<file path="config.mk">
export PLATFORM = sky130hd
export DESIGN_NAME = pmem_arb
export DESIGN_NICKNAME = d
export VERILOG_FILES = /design/src/rtl/pmem_arb.sv
export SDC_FILE = /design/constraint.sdc
export NUM_CORES = 1
export LEC_CHECK = 0
export BUFFER_PORTS_ARGS = -buffer_cell sky130_fd_sc_hd__buf_2
export CORE_ASPECT_RATIO = 1.2
export CORE_MARGIN = 2
export CORE_UTILIZATION = 30
export CTS_CLUSTER_SIZE = 25
export DETAILED_ROUTE_END_ITERATION = 8
export PLACE_DENSITY_LB_ADDON = 0.2
export SLEW_MARGIN = 0
export SYNTH_ARGS = -nofsm -noshare
export SYNTH_HDL_FRONTEND = slang
export SYNTH_SLANG_ARGS = --single-unit
</file>
<file path="constraint.sdc">
create_clock -name clk -period 2.8 [get_ports clk]
set_input_delay 0.14 -clock clk [delete_from_list [all_inputs] [get_ports clk]]
set_output_delay 0.14 -clock clk [all_outputs]
set_load 0.05 [all_outputs]
</file>
<file path="src/rtl/pmem_arb.sv">
// ---------------------------------------------------------------------------
// pmem_arb -- program-memory arbiter
//
// Shares one single-port synchronous SRAM between an instruction-fetch
// requester (read only) and a loader requester (read or write). At most one
// access is issued per cycle. Grants are combinational, so a lone requester
// is served in the same cycle it asks. Read data returns one cycle after the
// grant, straight from the SRAM.
//
// Arbitration when both request, highest priority first:
//   1. a starved requester (wait count >= MAX_WAIT); fetch wins if both are
//   2. loader, if it owned the previous cycle and holds l_lock (burst)
//   3. round-robin: whoever did not own the previous cycle (fetch from IDLE)
//
// Optional build macro: PMEM_ARB_STATS_EN adds conflict_cnt / starve_cnt.
//
// Ports
//   clk, rst                      clock, async active-high reset
//   f_req, f_addr                 fetch read request / address
//   f_gnt                         fetch accepted this cycle
//   f_rvalid, f_rdata             fetch read data (rdata holds when !rvalid)
//   l_req, l_we, l_lock           loader request, write enable, burst lock
//   l_addr, l_wdata               loader address / write data
//   l_gnt                         loader accepted this cycle
//   l_rvalid, l_rdata             loader read data (rdata holds when !rvalid)
//   m_en, m_we, m_addr, m_wdata   SRAM control
//   m_rdata                       SRAM read data (cycle after a read)
//   conflict_cnt, starve_cnt      statistics (PMEM_ARB_STATS_EN only)
// ---------------------------------------------------------------------------
module pmem_arb #(
    parameter int AW       = 11,
    parameter int DW       = 32,
    parameter int MAX_WAIT = 8
) (
    input  logic          clk,
    input  logic          rst,
    input  logic          f_req,
    input  logic [AW-1:0] f_addr,
    output logic          f_gnt,
    output logic          f_rvalid,
    output logic [DW-1:0] f_rdata,
    input  logic          l_req,
    input  logic          l_we,
    input  logic          l_lock,
    input  logic [AW-1:0] l_addr,
    input  logic [DW-1:0] l_wdata,
    output logic          l_gnt,
    output logic          l_rvalid,
    output logic [DW-1:0] l_rdata,
`ifdef PMEM_ARB_STATS_EN
    output logic [15:0]   conflict_cnt,
    output logic [15:0]   starve_cnt,
`endif
    output logic          m_en,
    output logic          m_we,
    output logic [AW-1:0] m_addr,
    output logic [DW-1:0] m_wdata,
    input  logic [DW-1:0] m_rdata
);

    typedef enum logic [1:0] {
        IDLE  = 2'd0,
        OWN_F = 2'd1,
        OWN_L = 2'd2
    } state_t;

    localparam logic [3:0] WAIT_TH = 4'(MAX_WAIT);

    state_t        state;
    logic [3:0]    f_wait;
    logic [3:0]    l_wait;
    logic [DW-1:0] f_hold;
    logic [DW-1:0] l_hold;

    logic          both_req;
    logic          f_starved;
    logic          l_starved;
    logic          f_win;
    logic          l_win;
    logic          starve_override;

    assign both_req  = f_req & l_req;
    assign f_starved = (f_wait >= WAIT_TH);
    assign l_starved = (l_wait >= WAIT_TH);

    // Winner selection. Everything is held off while reset is asserted so the
    // SRAM sees no access during reset.
    always_comb begin
        f_win           = 1'b0;
        l_win           = 1'b0;
        starve_override = 1'b0;
        if (!rst) begin
            if (both_req) begin
                if (f_starved) begin
                    f_win           = 1'b1;
                    starve_override = 1'b1;
                end else if (l_starved) begin
                    l_win           = 1'b1;
                    starve_override = 1'b1;
                end else if ((state == OWN_L) && l_lock) begin
                    l_win = 1'b1;
                end else if (state == OWN_F) begin
                    l_win = 1'b1;
                end else begin
                    f_win = 1'b1;
                end
            end else if (f_req) begin
                f_win = 1'b1;
            end else if (l_req) begin
                l_win = 1'b1;
            end
        end
    end

    assign f_gnt = f_win;
    assign l_gnt = l_win;

    // SRAM drive: address/data are zeroed when idle so the bus is quiet.
    assign m_en    = f_win | l_win;
    assign m_we    = l_win & l_we;
    assign m_addr  = f_win ? f_addr : (l_win ? l_addr : '0);
    assign m_wdata = (l_win && l_we) ? l_wdata : '0;

    // Read data comes straight from the SRAM in the valid cycle and is
    // captured so it stays visible afterwards.
    assign f_rdata = f_rvalid ? m_rdata : f_hold;
    assign l_rdata = l_rvalid ? m_rdata : l_hold;

    // Ownership FSM, starvation counters and read-return tracking. The state
    // remembers the last winner; a cycle without any grant returns it to IDLE.
    // Wait counters only run while their requester is actually kept waiting.
    always_ff @(posedge clk or posedge rst) begin
        if (rst) begin
            state    <= IDLE;
            f_wait   <= 4'd0;
            l_wait   <= 4'd0;
            f_rvalid <= 1'b0;
            l_rvalid <= 1'b0;
            f_hold   <= '0;
            l_hold   <= '0;
        end else begin
            if (f_win) begin
                state <= OWN_F;
            end else if (l_win) begin
                state <= OWN_L;
            end else begin
                state <= IDLE;
            end

            if (f_req && !f_win) begin
                f_wait <= (f_wait == 4'hF) ? 4'hF : f_wait + 4'd1;
            end else begin
                f_wait <= 4'd0;
            end

            if (l_req && !l_win) begin
                l_wait <= (l_wait == 4'hF) ? 4'hF : l_wait + 4'd1;
            end else begin
                l_wait <= 4'd0;
            end

            f_rvalid <= f_win;
            l_rvalid <= l_win & ~l_we;

            if (f_rvalid) begin
                f_hold <= m_rdata;
            end
            if (l_rvalid) begin
                l_hold <= m_rdata;
            end
        end
    end

`ifdef PMEM_ARB_STATS_EN
    // Saturating statistics: cycles with both requesters active, and cycles
    // where a starvation override decided the winner.
    always_ff @(posedge clk or posedge rst) begin
        if (rst) begin
            conflict_cnt <= 16'd0;
            starve_cnt   <= 16'd0;
        end else begin
            if (both_req && (conflict_cnt != 16'hFFFF)) begin
                conflict_cnt <= conflict_cnt + 16'd1;
            end
            if (starve_override && (starve_cnt != 16'hFFFF)) begin
                starve_cnt <= starve_cnt + 16'd1;
            end
        end
    end
`endif

endmodule

</file>
==> flow_summary.toml, run 1 <==
[cts]
tritoncts = "yes"
clock_sinks = 75
cts-root-buf = "clkbuf_16"
cts_setup_buffers = 0
cts-root-to-sink-buffers = 2
cts.clk_slew.worst_paths_ps = 60
numCtsBuffers = 9
cts_max_level = 3
clk_latency_ps = 330

[route]
wl_um = 10540
first_iter_violations = 85
drt-vias-per-instance = 4.591
ant_nets = 0
drc = 0
wl_per_cell_um = 15.23
dr_total_vias = 3177
drtPass1Iterations = 4

[yosys]
synth.avg_cell_area_sq_um = 11.29
ys.warnings.count = 0
synth_cells = 324
yosysUniqueCellTypes = 30
syn-cell-area_sq_mm = 0.003659
yosysTopAreaCell = "dfrtp_1"
ys_seq_elements = 75
synthArstFlopShare_pct = 100.0
synth_top_area_share_pct = 51.30
yosysSeqAreaShare_pct = 51.30
synthTopCellsByCount = "dfrtp_1 (75), mux2_2 (64), inv_1 (54)"
syn-num-nets = 420
ys.flop_type = "dfrtp_1"
synth-edff-count = 0
synth_area_leaders = "dfrtp_1 (51%), mux2_2 (20%), inv_1 (5.5%)"
yosysMostFrequentCell = "dfrtp_1"

[grt]
grt_pass1_wl_um = 16750
antenna_found_initial = 1
gr-usage-all-layers_pct = 16.25
grt-ovfl-total = 0
grt_pass1_vias = 3245
grt_max_degree = 46

[min_path]
hold_path.class = "input pin to register"

[pwr]
leakagePower_nw = 2.677
total_power_w = 0.003953
powerDensity_mw_per_mm2 = 761.6
vdd_drop_max_uv = 272.8

[sta]
period_share_pct = 92.33
skew_ps = 5.945
whs_ps = 61.60
drv_slew = 0
tightest_slew_ps = 869.6
period_needed_ps = 2585
clock.fmax_mhz = 386.8
setup_viol = 0
hold_viol = 0
tns_ps = 0
rsz0062_at_grt = "false"
max_slew_margin_pct = 41.51

[floorplanning]
start_util_pct = 30.48
num_rows = 44
fp.coreArea_sq_mm = 0.01200
die_x_um = 104.8
die_area_sq_mm = 0.01310
die_h_um = 125.0
ioPinCount = 205

[final_layout]
layout.filler_cells = 1211
final_nets = 621
drive_above_1_share_pct = 56.42
area_growth_pct = 41.86

[critical_path]
startpoint_type = "register"
cp_max_fo = 15
max_stage_delay_ps = 540
crit_path_top_delay_cell = "and3b_1"
crit_type = "register to output port"
cp.arrival_ps = 2450
crit_required_ps = 2660
worstPathCellList = "and3b_1, o311ai_4, buf_4, nor3_1, buf_2"
end_kind = "output port"

[place]
gp_congestion = 0.7575
place_hpwl_um = 8415
portBuffers = 204

[outcome]
status = "complete, no violations"

[flow_run]
max_cap_violations = 0
cells in the final DEF (no fill, tap or decap), types with 2 or more instances in the layout:
| cell type | synthesis | layout |
|---|---|---|
| o21ai_0 | 3 | 3 |
| clkinvlp_4 | 0 | 2 |
| inv_1 | 54 | 53 |
| a31oi_1 | 3 | 3 |
| clkbuf_16 | 0 | 9 |
| buf_12 | 0 | 3 |
| nor2b_1 | 13 | 12 |
| buf_4 | 1 | 9 |
| o311ai_0 | 11 | 11 |
| dfrtp_1 | 75 | 74 |
| nand2b_1 | 2 | 2 |
| inv_6 | 0 | 2 |
| inv_8 | 0 | 2 |
| o41ai_1 | 11 | 11 |
| nor2_1 | 4 | 4 |
| a221oi_1 | 2 | 2 |
| mux2_2 | 64 | 64 |
| buf_2 | 3 | 201 |
| clkinv_2 | 0 | 2 |
| dlygate4sd3_1 | 0 | 2 |
| nand3b_1 | 2 | 2 |
| ha_1 | 4 | 4 |
| nor3_1 | 38 | 38 |
| nand3_1 | 3 | 3 |
power by group:
group	switching, W	internal (W)	leakage [nW]
logic	0.00113	0.000393	1.64
clock network	0.000486	0.000617	0.136
registers	0.0000503	0.00128	0.905
total	0.00166	0.00229	2.68
per-layer routing:
layer | part of all wire (%) | up-vias | track usage [%]
li1 | - | 1523 | -
met2 | 45 | 169 | 26.47
met1 | 45 | 1472 | 21.19
met4 | 1.2 | 2 | 4.471
met5 | 0.12 | - | 0
met3 | 8.8 | 11 | 4.640
timing repair:
item,in CTS,in global routing
gates resized for setup,1,0
hold endpoints to repair,4,0
hold buffers,2,0
setup endpoints to repair,1,0
path summary, 6_finish.rpt:
check                            start          to  slack (ps)  cells past startpoint
max reg2reg                   state[0]   f_wait[0]        1020                      3
min                        m_rdata[17]  f_hold[17]          60                      2
max                           state[0]  m_wdata[7]         210                      5
min reg2reg                  l_hold[4]   l_hold[4]         490                      1
min in group asynchronous          rst   f_wait[3]         450                      3
max in group asynchronous          rst  l_hold[10]        1550                      4
cell families (layout without fill, tap and decap cells):
group | Yosys count | count (layout) | share of synthesized area, %
fa+ha+maj | 4 | 4 | 1.368
buf+inv | 79 | 285 | 8.721
flops | 75 | 75 | 51.30
compound gates | 37 | 37 | 9.302
other cells | 0 | 1 | 0
mux | 65 | 65 | 19.97
simple gates | 64 | 64 | 9.336
stage by stage:
stage | setup slack (ps) | cells | util (%) | cell area, sq um
after floorplan | -560.4 | 324 | - | 3659
after global placement | 386.2 | 673 | 40.66 | 4880
after detailed placement | 371.2 | 673 | 40.66 | 4880
after CTS | 211.3 | 691 | 43.22 | 5187
after global routing | 63.93 | 691 | 43.22 | 5187
final | 214.7 | 692 | 43.24 | 5190
final cells by class:
class	instances	area [sq um]	area share (%)
clock buffer	9	225.2	4.339
multi-input combinational	170	1465	28.23
inverter	54	203.9	3.930
timing repair buffer	215	1154	22.23
clock inverter	7	60.06	1.157
tap	161	201.4	3.881
antenna	1	2.502	0.04822
sequential	75	1878	36.19
sequential cells by signal, indices dropped and copies added (netlist names):
| register | flops |
|---|---|
| f_hold | 32 |
| l_wait | 4 |
| state | 2 |
| l_rvalid | 1 |
| l_hold | 32 |
| f_wait | 4 |
worst max-delay path: cells and delay by family, from the launching register on:
kind | cells | cell delay [ps]
compound gates | 1 | 230
buf+inv | 2 | 580
flops | 1 | 410
simple gates | 2 | 890
No activity file was read; power rests on OpenSTA's default activity.
==> inputs of run 2 (changes only) <==
==> constraint.sdc (replaced) <==
create_clock -name clk -period 2.8 [get_ports clk]
set_input_delay 0.14 -clock clk [delete_from_list [all_inputs] [get_ports clk]]
set_output_delay 0.14 -clock clk [all_outputs]
set_load 0.005 [all_outputs]
==> run 2 against run 1 <==
Against the previous run: worst setup slack improved by 130 ps; clock power is 19% higher; critical path depth unchanged; final cell count shrank 0.14%; worst hold slack better by 10 ps; fmax is 5.4% higher; global-route usage shrank 0.56 points; wire length down 3.9%; non-clock buffer count did not move; combinational power is 53% lower; clock skew increased by 0.72 ps; critical path type unchanged; critical endpoint is now m_wdata[8]; largest power group is now registers.
==> flow_summary.toml, run 2 (synthesized netlist as in run 1, its figures left out) <==
[outcome]
status = "complete, no violations"

[critical_path]
cp_max_fo = 16
cp_top_family = "simple AND/OR/NAND/NOR gates"
end_kind = "output port"
crit_type = "register to output port"
crit_required_ps = 2660
worstPathCellList = "nor2b_1, o311ai_4, buf_4, nor3_1, buf_2"
cp.buffers_inverters = 2
reg2reg_depth = 4
startpoint_type = "register"
reg2reg_slack_ps = 730
rr_startpoint = "state[0]"
max_stage_delay_ps = 570
crit_path_top_delay_cell = "dfrtp_2"
cp.arrival_ps = 2310
timing.rr.end = "f_wait[3]"

[cts]
cts.clk_slew.worst_paths_ps = 60
numCtsBuffers = 9
cts_setup_buffers = 0
cts_max_level = 3
clock_sinks = 75
clk_latency_ps = 320
tritoncts = "yes"
cts-root-buf = "clkbuf_16"
cts-root-to-sink-buffers = 2

[final_layout]
post-route-util_pct = 43.30
final_nets = 621
largest_registers = "f_hold x32, l_hold x32"
layout_commonest_cell = "buf_2"
fin_cells = 691
regArea_sq_mm = 0.001878
layout.filler_cells = 1226
diodes = 0
multi_input_area_sq_mm = 0.001463
final_cell_mix = "buf_2 (204), dfrtp_1 (74), mux2_2 (64)"
drive_above_1_share_pct = 56.04
area_growth_pct = 42.03

[sta]
max_slew_margin_pct = 38.56
drv_slew = 0
tns_ps = 0
rsz0062_at_grt = "false"
setup_viol = 0
tightest_slew_ps = 913.4
period_share_pct = 87.63
skew_ps = 6.662
clock.fmax_mhz = 407.6
period_needed_ps = 2454
hold_viol = 0

[pwr]
powerDensity_mw_per_mm2 = 648.6
vdd_drop_max_uv = 338.1
leakagePower_nw = 2.699

[min_path]
hold_path.class = "input pin to register"
holdPathStages = 2
hp-start = "m_rdata[18]"
min_to = "l_hold[18]"

[route]
dr_total_vias = 3170
drt-vias-per-instance = 4.588
wl_per_cell_um = 14.66
drtPass1Iterations = 4
drc = 0
ant_nets = 0
first_iter_violations = 107
wl_um = 10130

[grt]
grt-ovfl-total = 0
grt_max_degree = 38
gr-usage-all-layers_pct = 15.69
antenna_found_initial = 0
grt_pass1_wl_um = 16180
grt_pass1_vias = 3160

[flow_run]
max_cap_violations = 0

[floorplanning]
start_util_pct = 30.48
die_x_um = 104.8
die_h_um = 125.0
ioPinCount = 205
num_rows = 44
die_area_sq_mm = 0.01310
fp.coreArea_sq_mm = 0.01200

[place]
dp_cells = 673
portBuffers = 204
gp_congestion = 0.8318
place_hpwl_um = 7952
## run 2: metrics by stage
stage | setup slack, ps | power, W | hold WS, ps | instance area, sq um
4_1_cts | 244.3 | 0.003429 | 55.46 | 5196
5_1_grt | 147.6 | 0.003569 | 59.90 | 5196
6_report | 346.5 | 0.003370 | 71.85 | 5196
3_3_place_gp | 632.6 | 0.002069 | 252.9 | 4835
2_1_floorplan | 172.6 | 0.001723 | 206.4 | 3659
3_5_place_dp | 618.2 | 0.002090 | 262.7 | 4835
## run 2: how the worst max path moves through the flow
stage | cells after the start | start | to | slack [ps]
after floorplan | 4 | rst | l_wait[0] | 170
after global placement | 5 | state[0] | m_wdata[8] | 630
after detailed placement | 5 | state[0] | m_wdata[8] | 620
after CTS | 5 | state[0] | m_wdata[8] | 240
after global routing | 5 | state[0] | m_wdata[8] | 150
final | 5 | state[0] | m_wdata[8] | 350
## run 2: what timing repair did
item,4_1_cts,5_1_grt
hold endpoints to repair,5,0
resized for setup,0,0
endpoints found under the setup margin,0,0
hold buffers,2,0
## run 2: cell type report
class | instances | share of cell area [%]
multi-input cells | 170 | 28.15
repair buffers | 215 | 21.33
flip-flops and latches | 75 | 36.14
clock inverters | 6 | 2.167
well taps | 161 | 3.877
inverters | 54 | 3.925
clock buffers | 10 | 4.406
## run 2: report_power, final
| part | switching, W | leakage, nW | internal [W] |
|---|---|---|---|
| logic | 0.000338 | 1.63 | 0.000383 |
| registers | 0.0000536 | 0.905 | 0.00128 |
| clock network | 0.000440 | 0.167 | 0.000874 |
| total | 0.000832 | 2.70 | 0.00254 |
## run 2: layer usage
layer | wire length, um | GRT usage, % | vias up
met2 | 4483 | 24.41 | 161
met3 | 840 | 4.484 | 4
met5 | 0 | 0 | -
li1 | - | - | 1522
met4 | 55 | 4.235 | 0
met1 | 4749 | 21.46 | 1483
## run 2: worst register-to-register path, delay by kind of cell, from the launching register on
kind                   cells  cell delay (ps)
AOI/OAI and AO/OA          2              570
DFF                        1              570
and+or+nand+nor            1              560
buffers and inverters      1              260
==> inputs of run 3 (changes only) <==
Clock period 2.8 ns to 2.83 ns, I/O delays scaled along.
==> run 3 against run 2 <==
Against the previous run: flip-flop and latch count is the same; first-iteration DRC count shrank 23%; critical path depth is the same; wire length grew 1.8%; register-to-register slack is essentially flat; via count grew 2.0%; non-clock buffer count is the same; worst hold slack gained 4.0 ps; global-route usage grew 0.45 points; core utilization shrank 0.18 points; clock power shrank 7%; cell area shrank 0.41%; critical path type unchanged.
==> flow_summary.toml, run 3 (synthesized netlist as in run 1, its figures left out) <==
[outcome]
status = "complete, no violations"

[grt]
grt-ovfl-total = 0
gr-usage-all-layers_pct = 16.14
grt_max_degree = 38
grt_pass1_vias = 3277
grt_pass1_wl_um = 16670
antenna_found_initial = 1

[sta]
period_needed_ps = 2485
whs_ps = 75.83
setup_viol = 0
hold_viol = 0
max_slew_margin_pct = 41.42
rsz0062_at_grt = "false"
tightest_slew_ps = 870.9
skew_ps = 6.781
drv_slew = 0
tns_ps = 0
period_share_pct = 87.80
clock.fmax_mhz = 402.5

[final_layout]
largest_registers = "f_hold x32, l_hold x32"
layout_commonest_cell = "buf_2"
final_nets = 621
area_growth_pct = 41.45
fin_cells = 691
drive_above_1_share_pct = 55.85
diodes = 0
final_cell_mix = "buf_2 (204), dfrtp_1 (74), mux2_2 (64)"

[critical_path]
end_kind = "output port"
rr_startpoint = "state[0]"
critical_path.startpoint = "state[0]"
max_stage_delay_ps = 580
reg2reg_depth = 4
startpoint_type = "register"
reg2reg_slack_ps = 730
cp_max_fo = 16
endpoint = "m_wdata[9]"
worstPathCellList = "nor2b_1, o311ai_4, buf_4, nor3_1, buf_2"
crit_type = "register to output port"
timing.rr.end = "f_wait[3]"
cp.arrival_ps = 2340
crit_path_top_delay_cell = "dfrtp_2"
crit_required_ps = 2690

[floorplanning]
ioPinCount = 205
die_x_um = 104.8
die_h_um = 125.0
fp.coreArea_sq_mm = 0.01200
num_rows = 44
start_util_pct = 30.48
die_area_sq_mm = 0.01310

[cts]
clk_latency_ps = 320
cts-root-buf = "clkbuf_16"
tritoncts = "yes"
cts.clk_slew.worst_paths_ps = 60
cts-root-to-sink-buffers = 2
post_cts_resized = 0
clock_sinks = 75
cts_max_level = 3
numCtsBuffers = 9

[place]
place_hpwl_um = 8027
portBuffers = 204
dp_cells = 673
gp_congestion = 0.8260

[flow_run]
max_cap_violations = 0

[route]
first_iter_violations = 82
wl_um = 10310
wl_per_cell_um = 14.92
ant_nets = 0
drc = 0
dr_total_vias = 3232
drtPass1Iterations = 4
drt-vias-per-instance = 4.677

[pwr]
vdd_drop_max_uv = 288.5
powerDensity_mw_per_mm2 = 629.0
leakagePower_nw = 2.689

[min_path]
hold_path.class = "input pin to register"
hp-start = "m_rdata[17]"
## run 3: changes by cell type in the layout (fill, tap and decap cells not counted)
cell,change
bufinv_16,-1
clkbuf_1,+1
clkbuf_8,+1
inv_6,-1
## run 3: critical path: cells and delay by family, from the launching register on
| kind | cells | cell delay (ps) |
|---|---|---|
| buf+inv | 2 | 380 |
| compound gates | 1 | 150 |
| flops | 1 | 580 |
| simple gates | 2 | 890 |
## run 3: cell type report
cell class | count | area (sq um)
Fill cell | 1204 | 6827
Sequential cell | 75 | 1878
Multi-Input combinational cell | 170 | 1463
Timing Repair Buffer | 215 | 1109
Clock buffer | 12 | 246.5
Inverter | 54 | 203.9
Tap cell | 161 | 201.4
Clock inverter | 4 | 73.82
## run 3: layer usage
metal  track usage, %  up-vias  part of all wire [%]
met3            5.162        9                   8.6
met2            25.02      169                    44
met5                0        -                  0.13
met4            4.784        2                   1.3
li1                 -     1517                     -
met1            21.64     1535                    46
## run 3: how the worst min path moves through the flow
stage	slack, ps	cells past startpoint	endpoint
after global routing	60	2	f_hold[31]
final	80	2	l_hold[17]
after CTS	60	2	l_hold[18]
after floorplan	210	1	l_rvalid
after global placement	250	2	f_wait[0]
after detailed placement	270	2	f_wait[3]
## run 3: through the flow
step | total power, W | util [%] | worst slack, ps | cell area, sq um
floorplan | 0.001705 | - | 201.1 | 3659
global placement | 0.002047 | 40.28 | 659.1 | 4835
detailed placement | 0.002071 | 40.28 | 678.0 | 4835
CTS | 0.003319 | 43.12 | 307.4 | 5175
global route | 0.003467 | 43.12 | 210.9 | 5175
finish | 0.003255 | 43.12 | 345.2 | 5175
## run 3: repair_timing
item | 4_1_cts | 5_1_grt
endpoints found under the hold margin | 5 | 0
setup buffers | 0 | 0
hold buffers | 2 | 0
## run 3: report_power, final
part / total [W] / internal, W / switching, W
sequential: 0.00132 / 0.00127 / 0.0000546
clock: 0.00122 / 0.000796 / 0.000420
combinational: 0.000716 / 0.000379 / 0.000337
total: 0.00326 / 0.00244 / 0.000811
